## config.mk

```make
export PLATFORM = sky130hd
export DESIGN_NAME = chacha_block_engine
export DESIGN_NICKNAME = d
export VERILOG_FILES = /design/src/rtl/chacha_pkg.sv /design/src/rtl/chacha_qround.sv /design/src/rtl/chacha_block_engine.sv
export SDC_FILE = /design/constraint.sdc
export NUM_CORES = 2
export LEC_CHECK = 0
export BUFFER_PORTS_ARGS = -buffer_cell sky130_fd_sc_hd__buf_2
export CORE_MARGIN = 2
export CORE_UTILIZATION = 60
export CTS_CLUSTER_SIZE = 20
export DETAILED_ROUTE_END_ITERATION = 8
export PLACE_DENSITY = 0.79
export SLEW_MARGIN = 40
export SYNTH_ARGS = -nofsm -noshare
export SYNTH_HDL_FRONTEND = slang
export SYNTH_SLANG_ARGS = --single-unit
```

## constraint.sdc

```tcl
create_clock -name clk -period 48.4 [get_ports clk]
set_clock_uncertainty 0.05 [all_clocks]
set_input_delay 9.68 -clock clk [delete_from_list [all_inputs] [get_ports clk]]
set_output_delay 9.68 -clock clk [all_outputs]
set_load 0.03 [all_outputs]
```

## src/rtl/chacha_pkg.sv

```systemverilog
// Shared ChaCha types, constants and quarter-round index tables for the block engine.
package chacha_pkg;

  typedef logic [31:0] word_t;
  typedef word_t [15:0] chacha_state_t;

  localparam word_t CHACHA_CONST [4] = '{32'h61707865, 32'h3320646e, 32'h79622d32, 32'h6b206574};

  // Row q lists the (a,b,c,d) word indices of quarter-round q within a column or diagonal round.
  localparam logic [3:0] COL_IDX [4][4] = '{
    '{4'd0, 4'd4, 4'd8,  4'd12},
    '{4'd1, 4'd5, 4'd9,  4'd13},
    '{4'd2, 4'd6, 4'd10, 4'd14},
    '{4'd3, 4'd7, 4'd11, 4'd15}
  };
  localparam logic [3:0] DIAG_IDX [4][4] = '{
    '{4'd0, 4'd5, 4'd10, 4'd15},
    '{4'd1, 4'd6, 4'd11, 4'd12},
    '{4'd2, 4'd7, 4'd8,  4'd13},
    '{4'd3, 4'd4, 4'd9,  4'd14}
  };

  localparam logic [2:0] ST_IDLE  = 3'd0;
  localparam logic [2:0] ST_LOAD  = 3'd1;
  localparam logic [2:0] ST_ROUND = 3'd2;
  localparam logic [2:0] ST_ADD   = 3'd3;
  localparam logic [2:0] ST_HOLD  = 3'd4;

  function automatic word_t rotl32(word_t v, int unsigned s);
    return (v << s) | (v >> (32 - s));
  endfunction

endpackage

```

## src/rtl/chacha_qround.sv

```systemverilog
// One ChaCha quarter-round, purely combinational.
module chacha_qround
  import chacha_pkg::*;
(
  input  word_t a,
  input  word_t b,
  input  word_t c,
  input  word_t d,
  output word_t a_nxt,
  output word_t b_nxt,
  output word_t c_nxt,
  output word_t d_nxt
);

  word_t a1, b1, c1, d1, a2, b2, c2, d2;

  always_comb begin
    a1 = a + b;
    d1 = rotl32(d ^ a1, 16);
    c1 = c + d1;
    b1 = rotl32(b ^ c1, 12);
    a2 = a1 + b1;
    d2 = rotl32(d1 ^ a2, 8);
    c2 = c1 + d2;
    b2 = rotl32(b1 ^ c2, 7);
  end

  assign a_nxt = a2;
  assign b_nxt = b2;
  assign c_nxt = c2;
  assign d_nxt = d2;

endmodule

```

## src/rtl/chacha_block_engine.sv

```systemverilog
// ChaCha keystream block generator: QR_PAR quarter-rounds per clock, counter
// auto-increment across a multi-block request, valid/ready on both sides.
module chacha_block_engine
  import chacha_pkg::*;
#(
  parameter int ROUNDS = 20,
  parameter int QR_PAR = 1,
  parameter int BLK_W  = 8
) (
  input  logic               clk,
  input  logic               rst,
  input  logic               in_valid,
  output logic               in_ready,
  input  logic [255:0]       key,
  input  logic [95:0]        nonce,
  input  logic [31:0]        counter_init,
  input  logic [BLK_W-1:0]   num_blocks,
  output logic               out_valid,
  input  logic               out_ready,
  output logic [511:0]       out_block,
  output logic [31:0]        out_counter,
  output logic               out_last,
  output logic               ctr_ovf,
  output logic               busy
);

  localparam int GRP   = 4 / QR_PAR;
  localparam int N     = ROUNDS * GRP;
  localparam int CNT_W = $clog2(N);
  localparam logic [CNT_W-1:0] LAST_QR = CNT_W'(N - 1);

  logic [2:0]       state;
  logic [CNT_W-1:0] qr_cnt;
  word_t            counter;
  logic [BLK_W-1:0] remaining;
  logic [255:0]     key_q;
  logic [95:0]      nonce_q;
  chacha_state_t    init_state, work_state, round_nxt, sum_state;

  logic             odd_round;
  logic [1:0]       grp_base;
  logic [3:0]       widx [QR_PAR][4];
  word_t            qin  [QR_PAR][4];
  word_t            qout [QR_PAR][4];

  function automatic chacha_state_t make_state(logic [255:0] k, logic [95:0] n, word_t ctr);
    chacha_state_t s;
    for (int i = 0; i < 4; i++) s[i] = CHACHA_CONST[i];
    for (int i = 0; i < 8; i++) s[4 + i] = k[32*i +: 32];
    s[12] = ctr;
    for (int i = 0; i < 3; i++) s[13 + i] = n[32*i +: 32];
    return s;
  endfunction

  // qr_cnt walks GRP groups per round; the group picks which QR_PAR quarter-rounds run this cycle.
  always_comb begin
    odd_round = ((int'(qr_cnt) / GRP) % 2) != 0;
    grp_base  = 2'((int'(qr_cnt) % GRP) * QR_PAR);
    for (int p = 0; p < QR_PAR; p++) begin
      for (int k = 0; k < 4; k++) begin
        widx[p][k] = odd_round ? DIAG_IDX[grp_base + 2'(p)][k] : COL_IDX[grp_base + 2'(p)][k];
        qin[p][k]  = work_state[widx[p][k]];
      end
    end
  end

  for (genvar p = 0; p < QR_PAR; p++) begin : g_qr
    chacha_qround u_qr (
      .a     (qin[p][0]),
      .b     (qin[p][1]),
      .c     (qin[p][2]),
      .d     (qin[p][3]),
      .a_nxt (qout[p][0]),
      .b_nxt (qout[p][1]),
      .c_nxt (qout[p][2]),
      .d_nxt (qout[p][3])
    );
  end

  always_comb begin
    round_nxt = work_state;
    for (int p = 0; p < QR_PAR; p++) begin
      for (int k = 0; k < 4; k++) round_nxt[widx[p][k]] = qout[p][k];
    end
  end

  always_comb begin
    for (int i = 0; i < 16; i++) sum_state[i] = init_state[i] + work_state[i];
  end

  assign in_ready = (state == ST_IDLE);
  assign busy     = (state != ST_IDLE);

  always_ff @(posedge clk or posedge rst) begin
    if (rst) begin
      state       <= ST_IDLE;
      qr_cnt      <= '0;
      counter     <= '0;
      remaining   <= '0;
      out_valid   <= 1'b0;
      out_block   <= '0;
      out_counter <= '0;
      out_last    <= 1'b0;
      ctr_ovf     <= 1'b0;
    end else begin
      ctr_ovf <= 1'b0;
      case (state)
        ST_IDLE: begin
          if (in_valid) begin
            counter   <= counter_init;
            remaining <= num_blocks;
            if (num_blocks != '0) state <= ST_LOAD;
          end
        end
        ST_LOAD: begin
          qr_cnt <= '0;
          state  <= ST_ROUND;
        end
        ST_ROUND: begin
          qr_cnt <= qr_cnt + 1'b1;
          if (qr_cnt == LAST_QR) state <= ST_ADD;
        end
        ST_ADD: begin
          out_block   <= sum_state;
          out_counter <= counter;
          out_last    <= (remaining == BLK_W'(1)) || (counter == 32'hFFFF_FFFF);
          out_valid   <= 1'b1;
          state       <= ST_HOLD;
        end
        ST_HOLD: begin
          if (out_ready) begin
            out_valid <= 1'b0;
            if (out_last) begin
              // Final block reached through counter wrap while blocks were still owed.
              ctr_ovf <= (remaining != BLK_W'(1));
              state   <= ST_IDLE;
            end else begin
              counter   <= counter + 32'd1;
              remaining <= remaining - 1'b1;
              state     <= ST_LOAD;
            end
          end
        end
        default: state <= ST_IDLE;
      endcase
    end
  end

  always_ff @(posedge clk) begin
    if (state == ST_IDLE && in_valid) begin
      key_q   <= key;
      nonce_q <= nonce;
    end
    if (state == ST_LOAD) begin
      init_state <= make_state(key_q, nonce_q, counter);
      work_state <= make_state(key_q, nonce_q, counter);
    end else if (state == ST_ROUND) begin
      work_state <= round_nxt;
    end
  end

endmodule

```

# Word-level counts from Yosys, hierarchy flattened
# Index checks and enable logic that the tools add are counted.
# op_classes
n_addsub	23
order_cmp	9
n_eq_ne	13
muxes	52
n_bitwise	9
n_reduce_logical	15
# ops
operator	count
bitwise mux 512 bit	4
2-to-1 mux 512 bit	2
adder 32 bit	16
binary-select mux 32 bit (select 4 bit)	4
demux 32 bit (select 4 bit)	4
2-to-1 mux 32 bit	11
XOR 32 bit	4
adder 31 x 32 -> 32 bit (first input constant)	3
binary-select mux 16 bit (select 2 bit)	2
2-to-1 mux 16 bit	4
one-hot mux 32 bit (2 select lines)	1
adder 30 x 32 -> 32 bit (first input constant)	1
adder 32 x 1 -> 32 bit (second input constant)	1
equality test 32 bit (second input constant)	1
bitwise OR 32 x 12 -> 32 bit	1
bitwise OR 32 x 16 -> 32 bit	1
bitwise OR 32 x 7 -> 32 bit	1
bitwise OR 32 x 8 -> 32 bit	1
2-to-1 mux 8 bit	3
< comparator 4 x 5 -> 1 bit (second input constant)	4
greater-or-equal comparator 4 x 1 -> 1 bit (second input constant)	4
2-to-1 mux 4 bit	4
one-hot mux 8 bit (2 select lines)	1
one-hot mux 3 bit (5 select lines)	1
other kinds (24)	42
# word_totals
register_bits	1845

# Longest topological paths before layout
# depth
ltp_word	24
depth_mapped	80
mapped_depth_nobuf	72

# Hierarchy
# Synthesis repeated with hierarchy kept, for this count alone.
# hier_totals
hier_cells	8364
area_unflattened_um2	95227.6
# by_module_without_submodules
mod	n_inst	cells_per_inst	area_each_um2	seq_area_each_um2
chacha_block_engine	1	7291	87102.3	51134.0
chacha_qround	1	1073	8125.3	0.0

# Worst setup path before layout
# Ideal clock, no wire load.
# synth_timing
kind	input to register
startpoint	input in_valid
endpoint	register key_q[0], enable pin
setup_ns	1.074
arrival_time_ns	24.164
setup_slack_ns	23.113
cell_stages	2
path_buffers	0
cell_sequence	inv_1 > nor2_1
# synth_between
elab_chain_cells	1
# synth_rtl
element	line	rtl
from (decl)	chacha_block_engine.sv:12	input logic in_valid,
logical AND 1 bit	chacha_block_engine.sv:150	if (state == ST_IDLE && in_valid) begin
to (signal assigned)	chacha_block_engine.sv:151	key_q <= key;
to (decl)	chacha_block_engine.sv:36	logic [255:0] key_q;
# No other way between the ends.
# A chain may end at the register's enable or synchronous reset.

# Worst setup path in the final report
# layout_timing
startpoint	register qr_cnt[1]
endpoint	register work_state[165] (netlist name) (data pin)
# layout_between
elab_chain_cells	24
word_cells_on_any_way	57
cone_classes	4 x add/sub; 8 x order compare; 32 x mux; 9 x bitwise; 4 x reduce/logical
# layout_rtl
element	line	rtl
from (decl)	chacha_block_engine.sv:33	logic [CNT_W-1:0] qr_cnt;
from (signal assigned)	chacha_block_engine.sv:120	qr_cnt <= qr_cnt + 1'b1;
NOT 2 -> 3 bit (not written as such) (*)	chacha_block_engine.sv:61	widx[p][k] = odd_round ? DIAG_IDX[grp_base + 2'(p)][k] : COL_IDX[grp_base + 2'(p)][k];
binary-select mux 16 bit (select 2 bit)	chacha_block_engine.sv:61	
2-to-1 mux 16 bit (not written as such) (2 in series)	chacha_block_engine.sv:61	
2-to-1 mux 4 bit	chacha_block_engine.sv:61	
binary-select mux 32 bit (select 4 bit)	chacha_block_engine.sv:62	qin[p][k] = work_state[widx[p][k]];
2-to-1 mux 32 bit (not written as such)	chacha_block_engine.sv:62	
adder 32 bit	chacha_qround.sv:18	a1 = a + b;
XOR 32 bit	chacha_qround.sv:19	d1 = rotl32(d ^ a1, 16);
[6 not listed]	-	
bitwise OR 32 x 8 -> 32 bit	chacha_pkg.sv:30	return (v << s) | (v >> (32 - s));
adder 32 bit	chacha_qround.sv:24	c2 = c1 + d2;
XOR 32 bit	chacha_qround.sv:25	b2 = rotl32(b1 ^ c2, 7);
bitwise OR 32 x 7 -> 32 bit	chacha_pkg.sv:30	
bitwise mux 512 bit (2 in series)	chacha_block_engine.sv:83	for (int k = 0; k < 4; k++) round_nxt[widx[p][k]] = qout[p][k];
bitwise mux 512 bit (*)	chacha_block_engine.sv:83	
2-to-1 mux 512 bit (*)	chacha_block_engine.sv:157	end else if (state == ST_ROUND) begin
2-to-1 mux 512 bit (*)	chacha_block_engine.sv:154	if (state == ST_LOAD) begin
to (signal assigned)	chacha_block_engine.sv:156	work_state <= make_state(key_q, nonce_q, counter);
to (signal assigned)	chacha_block_engine.sv:158	work_state <= round_nxt;
to (decl)	chacha_block_engine.sv:38	chacha_state_t init_state, work_state, round_nxt, sum_state;
# Every way passes the cells marked *; elsewhere a longest branch is shown, timed or not. The select of a mux whose other input is x is not followed.

==> summary.md <==
| Metric | Value |
|---|---|
| Setup Viol. Count Final | `0` |
| Start point of the worst hold path | `nonce_q[63]` |
| CP Max Fanout | `59` |
| Cts repair resizes | `0` |
| Number of detailed-routing iterations run before antenna repair | `8` |
| Number of vias per cell | `6.60` |
| Outcome | `completed` |
| Average cell area after synthesis | `11.1 µm²` |
| Core utilization of the finished layout | `69.5%` |
| Fraction of layout instances using a drive strength above 1 | `17.6%` |
| RSZ-0062 raised after global routing | `no` |
| Via count | `76,500` |
| Port-buffer cells | `944` |
| Share of Yosys cell area claimed by the top area cell type | `35.9%` |
| Post-detailed-route count of antenna-violating nets | `0` |
| Top Family by Delay on Critical Path | `compound AO/OA/AOI/OAI gates` |
| Count of unique library cells instantiated by Yosys | `101` |
| Capturing element type of the critical path | `register` |
| Die height | `399 µm` |
| Share of flip-flops with an asynchronous set or reset | `32.4%` |
| Number of hold buffers added after cts | `0` |
| Starting density of the core | `60.2%` |
| Final critical path time including I/O delays and setup | `20.82 ns` |
| WL per Instance | `31.1 µm` |
| Number of enable-type register cells in the synthesized netlist | `1,120` |
| Startpoint of the worst register-to-register path | `qr_cnt[1]` |
| Worst Hold Path EP | `init_state[479]` |
| Core Region | `156,000 µm²` |
| Instance count of the mapped netlist | `8,430` |
| Clock transition at path regs | `0.07 ns` |
| Number of fill cells in the layout | `11,000` |
| DRC violations left | `0` |
| Number of violations reported at the end of detailed-routing iteration 0 | `10,600` |
| Capture instance of the worst register-to-register path | `work_state[165]` |
| Clock Root Buffer | `sky130_fd_sc_hd__clkbuf_16` |
| Count of cell instances traversed by the critical path | `75` |
| Part of the Yosys area used for sequential elements | `54.6%` |
| Number of antenna violations at the first check in global routing | `31` |
| Post-CTS Setup Bufs | `0` |
| Highest attainable clock frequency | `48.0 MHz` |
| Die width | `399 µm` |
| Final hold violations | `0` |
| Biggest cell delay along the critical path | `0.81 ns` |
| Number of placed I/O pins | `945` |
| Number of buffers inserted during clock tree synthesis | `186` |
| Dominant cells by area after synthesis | `sky130_fd_sc_hd__edfxtp_1 (36%), sky130_fd_sc_hd__dfrtp_1 (16%), sky130_fd_sc_hd__ha_1 (6.6%)` |
| Net count of the mapped netlist | `9,337` |
| All-Layer GR Usage | `44.2%` |
| Share of the cycle needed by the critical path after routing | `43.0%` |
| Hold/Removal Path Class | `register to register` |
| Largest net degree at the start of global routing | `223` |
| Setup Total Neg Slack | `0 ns` |
| Hold Path Stages | `0` |
| Worst setup SP type | `register` |
| Number of max-slew violations in the final report | `0` |
| Weighted congestion at the end of routability-driven global placement | `1.05` |
| Wire length of the first global-routing pass | `503,000 µm` |
| Global-route congestion overflow total | `0` |
| Clk Latency, worst-skew pair | `0.87 ns` |
| Max-slew headroom | `38.3%` |
| Number of clock sinks | `1,845` |
| Cell total after placement | `11,200` |
| Arrival time of data at the critical path endpoint | `21.30 ns` |
| Worst path slowest cell | `sky130_fd_sc_hd__ha_2` |
| CTS Buffer Depth | `3` |
| Number of warnings issued by yosys | `0` |
| Die Outline Area | `159,000 µm²` |
| CTS H-tree depth | `4` |
| Total wire length after detailed routing | `360,000 µm` |
| MaxCap Viol Count | `0` |
| Worst reg2reg setup slack | `27.58 ns` |
| Top FF cell, synth | `sky130_fd_sc_hd__edfxtp_1` |
| Site Rows | `145` |
| Synthesized area | `93,700 µm²` |
| Area leader, netlist | `sky130_fd_sc_hd__edfxtp_1` |
| Number of global-route vias before repair | `72,500` |
| Data required time at the worst endpoint | `48.88 ns` |
| Final cell count without fillers | `11,600` |
| Signed area change from the synthesized netlist to the final layout | `15.5%` |
| Most frequent cell on the critical path | `sky130_fd_sc_hd__a21oi_1` |
| R2R cell count | `75` |
| Post-DP HPWL | `275,000 µm` |
| Tightest Pin Transition | `0.925 ns` |
| Worst Setup Path Type | `register to register` |
| TritonCTS clock tree | `yes` |
| Layout net count | `10,300` |
| Number of buffer and inverter stages on the critical path | `6` |
| Register bit total from synthesis | `1,845` |
## through the flow
| step | worst slack [ns] | area [µm²] | hold slack (ns) |
|---|---|---|---|
| after floorplan | 21.96 | 93700 | 0.373 |
| after global placement | 28.50 | 101000 | 0.381 |
| after detailed placement | 28.16 | 102000 | 0.382 |
| after CTS | 27.99 | 108000 | 0.384 |
| after global routing | 26.43 | 108000 | 0.385 |
| final | 27.58 | 108000 | 0.392 |
## flip-flops by register name (all words and copies together) (netlist names)
name and flops:
init_state 384, out_last 1, state 3, nonce_q 96
key_q 256, out_block 512, qr_cnt 7, work_state 512
remaining 8, out_counter 32, ctr_ovf 1, counter 32
out_valid 1
## worst max-delay path by stage
| stage | to | slack [ns] | startpoint |
|---|---|---|---|
| 2_1_floorplan | counter[0] | 21.96 | rst |
| 3_3_place_gp | work_state[163] | 28.50 | qr_cnt[1] |
| 3_5_place_dp | work_state[165] | 28.16 | qr_cnt[1] |
| 4_1_cts | work_state[165] | 27.99 | qr_cnt[1] |
| 5_1_grt | work_state[165] | 26.43 | qr_cnt[1] |
| 6_report | work_state[165] | 27.58 | qr_cnt[1] |
## final cells by class
class	instances	area (µm²)	share of cell area (%)
clock inverter	103	1330	1.23
sequential	1845	51100	47.2
timing repair buffer	1056	5760	5.32
inverter	312	1190	1.10
multi-input combinational	5942	41000	37.9
tap	2058	2570	2.38
clock buffer	251	5200	4.81
antenna	21	52.6	0.0485
## logic make-up after synthesis
family                   synth area share, %
XOR/XNOR                                6.09
AND/OR/NAND/NOR                         11.2
flip-flops                              54.6
AO/OA/AOI/OAI                           15.0
multiplexers                            3.41
buffers and inverters                   2.66
adder cells (fa/ha/maj)                 7.04
## routing by layer
| metal | wire length, µm | global-route usage, % | up-vias |
|---|---|---|---|
| met5 | 179 | 0 | - |
| met4 | 28100 | 28.6 | 28 |
| met3 | 41900 | 11.3 | 1135 |
| met2 | 160000 | 67.1 | 5273 |
| met1 | 130000 | 56.6 | 37400 |
| li1 | - | - | 32700 |
## synth_stat cells (18+ instances only)
library cell	instances
sky130_fd_sc_hd__mux2i_1	48
sky130_fd_sc_hd__o21ai_0	853
sky130_fd_sc_hd__o211ai_1	64
sky130_fd_sc_hd__and3_1	93
sky130_fd_sc_hd__o21bai_1	29
sky130_fd_sc_hd__edfxtp_1	1120
sky130_fd_sc_hd__nand4_1	32
sky130_fd_sc_hd__nand2b_1	56
sky130_fd_sc_hd__a22o_1	214
sky130_fd_sc_hd__o41ai_1	20
sky130_fd_sc_hd__a21boi_0	41
sky130_fd_sc_hd__ha_1	495
sky130_fd_sc_hd__a21oi_1	435
sky130_fd_sc_hd__mux4_2	114
sky130_fd_sc_hd__xor2_1	280
sky130_fd_sc_hd__dfrtp_1	597
sky130_fd_sc_hd__nor2_1	310
sky130_fd_sc_hd__dfxtp_1	128
sky130_fd_sc_hd__inv_1	312
sky130_fd_sc_hd__o21a_1	52
sky130_fd_sc_hd__nand2_1	1320
sky130_fd_sc_hd__and2_1	30
sky130_fd_sc_hd__nor2b_1	41
sky130_fd_sc_hd__nor3b_1	24
sky130_fd_sc_hd__a31oi_1	67
sky130_fd_sc_hd__nor3_1	167
sky130_fd_sc_hd__a211oi_1	56
sky130_fd_sc_hd__a21o_1	119
sky130_fd_sc_hd__nand3_1	160
sky130_fd_sc_hd__a41oi_1	18
sky130_fd_sc_hd__o31a_1	24
sky130_fd_sc_hd__or3_1	51
sky130_fd_sc_hd__o31ai_1	95
sky130_fd_sc_hd__clkbuf_1	295
sky130_fd_sc_hd__o22ai_1	18
sky130_fd_sc_hd__or2_2	35
sky130_fd_sc_hd__nor4_1	25
sky130_fd_sc_hd__xnor2_1	339
sky130_fd_sc_hd__a22oi_1	20
## placed cells by master, fill, tap and decap left out, types with 297 or more instances in the layout
master	synthesis	final
sky130_fd_sc_hd__inv_1	312	310
sky130_fd_sc_hd__xnor2_1	339	297
sky130_fd_sc_hd__buf_2	7	944
sky130_fd_sc_hd__a21oi_1	435	434
sky130_fd_sc_hd__nand2_1	1320	1309
sky130_fd_sc_hd__dfrtp_1	597	595
sky130_fd_sc_hd__nor2_1	310	303
sky130_fd_sc_hd__edfxtp_1	1120	1120
sky130_fd_sc_hd__o21ai_0	853	852
sky130_fd_sc_hd__ha_1	495	493
Power is left out: the tool's default activity adds up to more than one toggle a clock period on the data nets, which glitch-free logic cannot reach.
